--- src/rtl/term_config_loader_if.sv ---
// Word handshake between the bitstream distribution logic and a tile's config loader.
// WordParity exists only when TERM_CFG_PARITY_EN is defined.
interface term_config_loader_if #(
    parameter int unsigned WORD_WIDTH = 32
);
    logic [WORD_WIDTH-1:0] WordData;
    logic                  WordValid;
    logic                  WordReady;
    logic                  ConfigAbort;
`ifdef TERM_CFG_PARITY_EN
    logic                  WordParity;
`endif

    modport master (
        output WordData,
        output WordValid,
        output ConfigAbort,
`ifdef TERM_CFG_PARITY_EN
        output WordParity,
`endif
        input  WordReady
    );

    modport slave (
        input  WordData,
        input  WordValid,
        input  ConfigAbort,
`ifdef TERM_CFG_PARITY_EN
        input  WordParity,
`endif
        output WordReady
    );
endinterface

--- src/rtl/term_config_loader.sv ---
// Assembles configuration words into a staging buffer and commits the full vector atomically.
// Optional word parity checking is enabled by defining TERM_CFG_PARITY_EN.
module term_config_loader #(
    parameter int unsigned NoConfigBits = 40,
    parameter int unsigned WORD_WIDTH   = 32
) (
    input  logic                    CLK,
    input  logic                    resetn,
    term_config_loader_if.slave     bus,
    output logic [NoConfigBits-1:0] ConfigBits,
    output logic                    ConfigDone,
`ifdef TERM_CFG_PARITY_EN
    output logic                    ParityErr,
`endif
    output logic                    Busy
);
    localparam int unsigned NUM_WORDS = (NoConfigBits + WORD_WIDTH - 1) / WORD_WIDTH;
    localparam int unsigned CNT_W     = $clog2(NUM_WORDS + 1);

    typedef enum logic [1:0] {
        IDLE   = 2'd0,
        LOAD   = 2'd1,
        COMMIT = 2'd2
    } state_t;

    state_t                  state;
    state_t                  state_next;
    logic [CNT_W-1:0]        count;
    logic [CNT_W-1:0]        count_next;
    logic [NoConfigBits-1:0] buffer;
    logic                    accept_c;
    logic                    word_err_c;

    // State register
    always_ff @(posedge CLK) begin
        if (!resetn) state <= IDLE;
        else         state <= state_next;
    end

    // Next-state and word-count logic
    always_comb begin
        state_next = state;
        count_next = count;
        unique case (state)
            COMMIT: begin
                state_next = IDLE;
                count_next = '0;
            end
            default: begin
                if (bus.ConfigAbort || word_err_c) begin
                    state_next = IDLE;
                    count_next = '0;
                end else if (accept_c) begin
                    count_next = count + CNT_W'(1);
                    state_next = (count == CNT_W'(NUM_WORDS - 1)) ? COMMIT : LOAD;
                end
            end
        endcase
    end

    // Handshake outputs; ready is held low while reset is asserted
    always_comb begin
        bus.WordReady = resetn && (state != COMMIT) && !bus.ConfigAbort;
        accept_c      = bus.WordValid && bus.WordReady;
`ifdef TERM_CFG_PARITY_EN
        word_err_c    = accept_c && (^{bus.WordData, bus.WordParity});
`else
        word_err_c    = 1'b0;
`endif
    end

    // Only the low NoConfigBits of the shifted buffer are kept; excess first-word bits fall off
    always_ff @(posedge CLK) begin
        if (accept_c) buffer <= NoConfigBits'({buffer, bus.WordData});
    end

    always_ff @(posedge CLK) begin
        if (!resetn) begin
            count      <= '0;
            ConfigBits <= '0;
            ConfigDone <= 1'b0;
            Busy       <= 1'b0;
`ifdef TERM_CFG_PARITY_EN
            ParityErr  <= 1'b0;
`endif
        end else begin
            count      <= count_next;
            ConfigDone <= (state == COMMIT);
            Busy       <= (state_next == COMMIT) || (count_next != '0);
            if (state == COMMIT) ConfigBits <= buffer;
`ifdef TERM_CFG_PARITY_EN
            if (word_err_c) ParityErr <= 1'b1;
`endif
        end
    end
endmodule
--- src/flat_wrapper.sv ---
// flat-port wrapper written by rule: the top's interface ports become plain ports
module term_config_loader_flat 
#(
    parameter int unsigned NoConfigBits = 40,
    parameter int unsigned WORD_WIDTH   = 32
)
  (CLK, resetn, ConfigBits, ConfigDone, Busy, bus_WordData, bus_WordValid, bus_ConfigAbort, bus_WordReady);
  term_config_loader_if #(.WORD_WIDTH(WORD_WIDTH)) bus_i ();
  input  logic CLK;
  input  logic resetn;
  output logic [NoConfigBits-1:0] ConfigBits;
  output logic ConfigDone;
  output logic Busy;
  input wire logic [$bits(bus_i.WordData)-1:0] bus_WordData;
  input wire logic [$bits(bus_i.WordValid)-1:0] bus_WordValid;
  input wire logic [$bits(bus_i.ConfigAbort)-1:0] bus_ConfigAbort;
  output wire logic [$bits(bus_i.WordReady)-1:0] bus_WordReady;
  assign bus_i.WordData = bus_WordData;
  assign bus_i.WordValid = bus_WordValid;
  assign bus_i.ConfigAbort = bus_ConfigAbort;
  assign bus_WordReady = bus_i.WordReady;
  term_config_loader #(.NoConfigBits(NoConfigBits), .WORD_WIDTH(WORD_WIDTH)) u_core (.CLK(CLK), .resetn(resetn), .bus(bus_i), .ConfigBits(ConfigBits), .ConfigDone(ConfigDone), .Busy(Busy));
endmodule
--- config.mk ---
export PLATFORM = sky130hd
export DESIGN_NAME = term_config_loader_flat
export DESIGN_NICKNAME = d
export VERILOG_FILES = /design/src/rtl/term_config_loader_if.sv /design/src/rtl/term_config_loader.sv /design/src/flat_wrapper.sv
export SDC_FILE = /design/constraint.sdc
export NUM_CORES = 1
export LEC_CHECK = 0
export BUFFER_PORTS_ARGS = -buffer_cell sky130_fd_sc_hd__buf_2
export CAP_MARGIN = 30
export CORE_UTILIZATION = 50
export CTS_BUF_LIST = sky130_fd_sc_hd__clkbuf_4 sky130_fd_sc_hd__clkbuf_8 sky130_fd_sc_hd__clkbuf_16
export DETAILED_ROUTE_END_ITERATION = 12
export PLACE_DENSITY = 0.78
export SYNTH_ARGS = -nofsm -noshare
export SYNTH_HDL_FRONTEND = slang
export SYNTH_SLANG_ARGS = --single-unit
--- constraint.sdc ---
create_clock -name CLK -period 5 [get_ports CLK]
set_clock_uncertainty 0.15 [all_clocks]
set_input_delay 0 -clock CLK [delete_from_list [all_inputs] [get_ports CLK]]
set_output_delay 0 -clock CLK [all_outputs]
set_load 0.01 [all_outputs]
# After elaboration in Yosys (flattened, before gate mapping)
# Cells that the tools add are included.
[totals] wordCells=24 out_inout_bits=43 register_bits=86
[op_classes] n_eq_ne=4 n_reduce_logical=6 muxes=7 addsub=1
[op_table] operator="two-way mux 2 bit" n=7
[op_table] operator="equality test 2 bit (second input constant)" n=2
[op_table] operator="logical AND 1 bit" n=3
[op_table] operator="adder 2 x 1 -> 2 bit (second input constant)" n=1
[op_table] operator="equality test 2 x 1 -> 1 bit (second input constant)" n=1
[op_table] operator="!= test 2 bit (second input constant)" n=1
[op_table] operator="nonzero test 2 bit" n=1
[op_table] operator="logical NOT 1 bit" n=1
[op_table] operator="logical OR 1 bit" n=1

# Logic depth before layout (Yosys ltp)
# Gate-level depths: netlist of the first run.
[logic_depth] ltp_word=9 depth_mapped=5 mapped_depth_nobuf=5

# Worst setup path after synthesis of the first run
# OpenSTA, ideal clock, no wires.
[synth_timing] path_kind="register to register" startpoint="register u_core.state[0]" endpoint="register u_core.buffer[0] (enable)" path_buffers=0 slack_ns=0.806 arrival_time_ns=3.548 path_stages_with_launch=4 period_less_slack_ns=4.194 path_cell_list="dfxtp_1 -> nand2b_4 -> nand2_1 -> nor3b_1"
[synth_between] elab_chain_cells=4
[synth_lines] element="start: declaration" line_no="term_config_loader.sv:26" rtl="state_t state;"
[synth_lines] element="start signal: assignment" line_no="term_config_loader.sv:37" rtl="else state <= state_next;"
[synth_lines] element="!= test 2 bit" line_no="term_config_loader.sv:63" rtl="bus.WordReady = resetn && (state != COMMIT) && !bus.ConfigAbort;"
[synth_lines] element="logical AND 1 bit (2 in a row)" line_no="term_config_loader.sv:63"
[synth_lines] element="logical AND 1 bit" line_no="term_config_loader.sv:64" rtl="accept_c = bus.WordValid && bus.WordReady;"
[synth_lines] element="end signal: assignment" line_no="term_config_loader.sv:74" rtl="if (accept_c) buffer <= NoConfigBits'({buffer, bus.WordData});"
[synth_lines] element="end: declaration" line_no="term_config_loader.sv:30" rtl="logic [NoConfigBits-1:0] buffer;"
# Every way passes these cells.
# A chain may end at the register's enable or synchronous reset.

# Final worst setup path of the first run
[layout_timing] startpoint="register u_core.state[0]" endpoint="register u_core.buffer[7] (enable)"
# The elaborated chain is that of the path after synthesis.

==> flow_summary.ini, run 1 <==
[floorplan]
die_h_um = 75.4
std_cell_rows = 26
start_util_pct = 52.4
die-width_um = 75.4
ios = 79
dieArea_um2 = 5690
core_um2 = 5140

[cts]
cts_root_buffer = clkbuf_8
numClockSinks = 86
cts_tree = yes
cts_made_buffers = 9
cts_max_level = 3
clk_latency_ns = 0.34
cts_setup_buffers = 0
clk_path_buf_depth = 2
cts.clk_slew.worst_paths_ns = 0.08

[setup_path]
cp_num_buf_inv = 1
cp_cell_sequence = nand2b_4, nand2_1, nor3b_2, buf_4
crit_required_ns = 4.86
cp.arrival_ns = 1.85
cp-endpoint = u_core.buffer[7]
reg2reg_slack_ns = 3.01
worstSetupEndpointType = flip-flop
cpLargestDelayFamily = simple AND/OR/NAND/NOR gates
critical_path_class = flip-flop to flip-flop
path_depth = 4
startpoint_type = flip-flop
critPathMaxFanout = 25
r2r_cells = 4
slowest_delay_ns = 0.44
r2r-start = u_core.state[0]
reg2reg_to = u_core.buffer[7]
cp-startpoint = u_core.state[0]
cp_slowest_cell = nor3b_2

[logic_synthesis]
yosys_warnings = 0
synth_cells = 158
synth_nets = 195
yosys_register_bits = 86
yosysSeqAreaShare_pct = 78.8
synthesis.area_um2 = 2690
synth_cell_type_count = 17
synth.avg_cell_area_um2 = 17.0

[run]
max-cap-violations = 0

[global_route]
antenna_found_initial = 0
grt_max_degree = 42
grtUsageTotal_pct = 19.5
grt-ovfl-total = 0
grt_pass1_wl_um = 7730
grt_pass1_vias = 1669

[final_layout]
diodes = 0
drive_gt1_share_pct = 35.1
mostFrequentLayoutCell = buf_2
fin_area_um2 = 3730
final_cell_mix = buf_2 (78), dfxtp_1 (46), a22o_1 (40), edfxtp_1 (40), dlygate4sd3_1 (37)
areaGrowthSynthToFinish_pct = 38.4
nets = 314

[hold_path]
min_path_type = input pin to flip-flop

[detailed_routing]
drc = 0
drt-total-wl_um = 5280
wl_per_cell_um = 15.0
via_per_inst = 4.93
postRouteAntennaNets = 0
vias = 1737
dr.pass1.iters = 4
initialDrtViolationCount = 78

[timing]
setup-tns-final_ns = 0
rsz0062_at_grt = false
maxSlewViolCount = 0
finalCriticalPeriod_ns = 1.99
min_period_over_period_pct = 39.7
slew_headroom_pct = 37.6
worst_slew_pin_slew_ns = 0.934
max_freq_mhz = 503
finalHoldViolations = 0
setup_violations = 0

[placement]
numPortBuffers = 78
dp_hpwl_um = 3010
place_congestion = 0.742
placed_area_um2 = 3130

[power]
vdd_drop_max_mv = 0.259
power_per_cell_area_nw_per_um2 = 363
p_leak_nw = 1.60

[outcome]
status = finished clean
[logic make-up after synthesis]
group	Yosys count	share of synthesized area, %
XOR/XNOR	1	0.325
multiplexers	2	0.743
adder cells (fa/ha/maj)	1	0.464
AND/OR/NAND/NOR	14	2.88
flip-flops	86	78.8
buffers and inverters	13	3.44
AO/OA/AOI/OAI	41	13.4
[per-stage QoR]
step | utilization, % | worst slack, ns | cells | hold WS (ns) | power (W)
3_5_place_dp | 60.9 | 3.02 | 299 | 0.0281 | 0.000815
3_3_place_gp | 60.7 | 2.47 | 298 | 0.0272 | 0.000813
6_report | 72.5 | 3.01 | 352 | 0.216 | 0.00135
5_1_grt | 72.5 | 2.88 | 352 | 0.202 | 0.00140
2_1_floorplan | - | 0.806 | 158 | -0.102 | 0.000795
4_1_cts | 72.5 | 3.00 | 352 | 0.196 | 0.00136
[repair_timing]
item / in CTS / in global routing
hold buffers: 37 / 0
resized for setup: 0 / 0
endpoints found under the hold margin: 41 / 0
[how the worst min path moves through the flow]
stage                   endpoint  cells past startpoint  slack (ns)             start
3_5_place_dp    u_core.buffer[6]                      1        0.03   bus_WordData[6]
3_3_place_gp   u_core.buffer[21]                      1        0.03  bus_WordData[21]
2_1_floorplan      bus_WordReady                      1       -0.10   bus_ConfigAbort
5_1_grt         u_core.buffer[7]                      2        0.20   bus_WordData[7]
4_1_cts        u_core.buffer[31]                      2        0.20  bus_WordData[31]
6_report       u_core.buffer[11]                      2        0.22  bus_WordData[11]
[synthesized netlist by cell type (all sizes together)]
cell / n / share of area [%]
a2111oi: 1 / 0.37
a22o: 40 / 13
and2: 1 / 0.23
buf: 10 / 3.0
dfxtp: 46 / 34
edfxtp: 40 / 45
ha: 1 / 0.46
inv: 3 / 0.42
mux2i: 2 / 0.74
nand2: 2 / 0.28
nand2b: 1 / 0.51
nor2: 3 / 0.42
nor3: 5 / 0.93
nor3b: 1 / 0.28
nor4: 1 / 0.23
xnor2: 1 / 0.33
[registers in the layout, indices dropped and copies added, names as in the netlist]
name	cells
u_core.ConfigBits	40
u_core.ConfigDone	1
u_core.Busy	1
u_core.count	2
u_core.buffer	40
u_core.state	2
[power by group]
| part | leakage [nW] | switching, W | internal [W] | total [W] |
|---|---|---|---|---|
| Clock | 0.117 | 0.000222 | 0.000312 | 0.000534 |
| Sequential | 0.739 | 0.00000531 | 0.000750 | 0.000755 |
| Combinational | 0.741 | 0.0000288 | 0.0000374 | 0.0000663 |
| Total | 1.60 | 0.000256 | 0.00110 | 0.00135 |
[layout make-up]
class | count | area [um^2]
Clock inverter | 4 | 68.8
Clock buffer | 12 | 159
Fill cell | 342 | 1410
Sequential cell | 86 | 2120
Tap cell | 70 | 87.6
Multi-Input combinational cell | 59 | 492
Inverter | 3 | 11.3
Timing Repair Buffer | 118 | 787
[per-layer routing]
layer,track usage (%),wire (um),vias to the layer above
met5,0,0,-
met4,11.3,101,0
met3,5.16,241,9
met2,31.5,2720,59
met1,23.7,2220,827
li1,-,-,842
No activity file was read; power rests on OpenSTA's default activity.
==> inputs of run 2 (changes only) <==
--- a/config.mk
+++ b/config.mk
@@ -7,10 +7,10 @@
 export LEC_CHECK = 0
 export BUFFER_PORTS_ARGS = -buffer_cell sky130_fd_sc_hd__buf_2
 export CAP_MARGIN = 30
-export CORE_UTILIZATION = 50
+export CORE_UTILIZATION = 45
 export CTS_BUF_LIST = sky130_fd_sc_hd__clkbuf_4 sky130_fd_sc_hd__clkbuf_8 sky130_fd_sc_hd__clkbuf_16
 export DETAILED_ROUTE_END_ITERATION = 12
-export PLACE_DENSITY = 0.78
+export PLACE_DENSITY = 0.74
 export SYNTH_ARGS = -nofsm -noshare
 export SYNTH_HDL_FRONTEND = slang
 export SYNTH_SLANG_ARGS = --single-unit
==> constraint.sdc (replaced) <==
create_clock -name CLK -period 1.8 [get_ports CLK]
set_clock_uncertainty 0.15 [all_clocks]
set_input_delay 0 -clock CLK [delete_from_list [all_inputs] [get_ports CLK]]
set_output_delay 0 -clock CLK [all_outputs]
set_load 0.01 [all_outputs]
==> run 2 against run 1 <==
Via count fell by 0.81%; register-to-register slack worse by 2.7 ns; setup slack worse by 2.7 ns; die area is 11% higher; hold slack better by 0.0070 ns; design area is 0.20% higher; sequential share of layout area fell by 0.081 points.
==> flow_summary.ini, run 2 (synthesis gave the netlist of run 1 again) <==
[power]
vdd_drop_max_mv = 0.507
clkPwrFrac_pct = 36.7
switching_share_pct = 19.0
switchingPower_w = 0.000687
power_per_cell_area_nw_per_um2 = 968
p_int_w = 0.00293
p_comb_share_pct = 5.3
p_leak_nw = 1.59
pwr-share-seq_pct = 58.0
power_w = 0.00362

[final_layout]
final_cell_mix = buf_2 (78), dfxtp_1 (45), a22o_1 (40), edfxtp_1 (40), dlygate4sd3_1 (36)
postLayoutCoreUtil_pct = 66.2
fill_cells = 394
multi_input_area_um2 = 505
drive_gt1_share_pct = 36.5
areaGrowthSynthToFinish_pct = 38.6
nets = 314
diodes = 0
reg_top3 = u_core.ConfigBits: 40 flops, u_core.buffer: 40 flops
seqCellArea_um2 = 2120
mostFrequentLayoutCell = buf_2

[setup_path]
worstSetupEndpointType = flip-flop
crit_required_ns = 1.68
reg2reg_slack_ns = 0.29
cp_num_buf_inv = 1
cp_slowest_cell = dfxtp_2
startpoint_type = flip-flop
critical_path_class = flip-flop to flip-flop
critPathMaxFanout = 29
cp_cell_sequence = nand2b_4, nand2_4, nor3b_4, buf_12
reg2reg_to = u_core.buffer[28]
slowest_delay_ns = 0.33
r2r_cells = 4
cp.arrival_ns = 1.39
cpLargestDelayFamily = simple AND/OR/NAND/NOR gates
r2r-start = u_core.state[0]

[placement]
place_congestion = 0.741
numPortBuffers = 78
dp_hpwl_um = 3140
post-place-ws_ns = 0.298

[timing]
setup_violations = 0
maxSlewViolCount = 0
rsz0062_at_grt = false
hold_slack_ns = 0.223
slew_headroom_pct = 71.3
max_freq_mhz = 664
finalHoldViolations = 0
setup_ws_ns = 0.295
finalCriticalPeriod_ns = 1.51
min_period_over_period_pct = 83.6
worst_slew_pin_slew_ns = 0.430

[floorplan]
dieArea_um2 = 6300
start_util_pct = 47.7
ios = 79
die-width_um = 79.4
std_cell_rows = 27
die_h_um = 79.4
core_um2 = 5640

[cts]
cts_root_buffer = clkbuf_8
cts_max_level = 3
numClockSinks = 86
clk_path_buf_depth = 2
cts_tree = yes
cts.clk_slew.worst_paths_ns = 0.07
clk_latency_ns = 0.33
cts_made_buffers = 9
cts_resized = 0

[global_route]
grtUsageTotal_pct = 18.4
grt_max_degree = 42
grt-ovfl-total = 0
grt_pass1_vias = 1725
grt_pass1_wl_um = 8450
antenna_found_initial = 0

[detailed_routing]
vias = 1723
drc = 0
wl_per_cell_um = 14.9
initialDrtViolationCount = 75
dr.pass1.iters = 4
drt-total-wl_um = 5260
postRouteAntennaNets = 0
via_per_inst = 4.87

[hold_path]
min_path_type = input pin to flip-flop
min_to = u_core.buffer[5]
hold_path_startpoint = bus_WordData[5]
min_path_cells = 2

[run]
max-cap-violations = 0

[outcome]
status = finished clean
## run 2: changes by cell type in the layout (fill, tap and decap cells not counted)
cell,change
clkbuf_4,+5
buf_12,+2
clkbuf_8,-2
buf_6,-1
bufinv_16,-1
clkinv_1,-1
clkinv_2,-1
dfxtp_1,-1
dfxtp_2,+1
dlygate4sd3_1,-1
nand2_1,-1
nand2_4,+1
nor3b_2,-1
nor3b_4,+1
## run 2: layer usage
layer / GRT usage, % / wire length (um) / vias up
met1: 23.5 / 2280 / 818
li1: - / - / 841
met2: 28.4 / 2630 / 53
met5: 0 / 0 / -
met4: 10.0 / 116 / 0
met3: 4.80 / 238 / 11
## run 2: through the flow
stage	cells	cell area (um^2)	setup TNS (ns)
floorplan	158	2710	-14.38
global placement	302	3180	0
detailed placement	302	3180	0
CTS	354	3730	0
global route	354	3730	0
finish	354	3730	0
## run 2: how the worst max path moves through the flow
| stage | cells after the start | from | to |
|---|---|---|---|
| 4_1_cts | 4 | u_core.state[0] | u_core.buffer[28] |
| 5_1_grt | 4 | u_core.state[0] | u_core.buffer[23] |
| 6_report | 4 | u_core.state[0] | u_core.buffer[28] |
| 3_5_place_dp | 4 | u_core.state[0] | u_core.buffer[27] |
| 3_3_place_gp | 4 | u_core.state[0] | u_core.buffer[26] |
| 2_1_floorplan | 3 | u_core.state[0] | u_core.buffer[0] |
## run 2: final cells by class
class | instances | share of cell area, %
clock buffer | 15 | 4.52
sequential | 86 | 56.9
clock inverter | 1 | 0.804
tap | 72 | 2.41
inverter | 3 | 0.302
timing repair buffer | 118 | 21.6
multi-input combinational | 59 | 13.5
## run 2: repair_timing
item / 4_1_cts / 5_1_grt
hold buffers: 36 / 0
setup buffers: 0 / 0
hold endpoints to repair: 37 / 0
## run 2: power groups by stage
stage	Sequential [W]	Clock (W)	Combinational, W
after floorplan	0.00214	0	0.0000648
after global placement	0.00214	0	0.000125
after detailed placement	0.00214	0	0.000130
after CTS	0.00210	0.00137	0.000190
after global routing	0.00210	0.00146	0.000206
final	0.00210	0.00133	0.000190
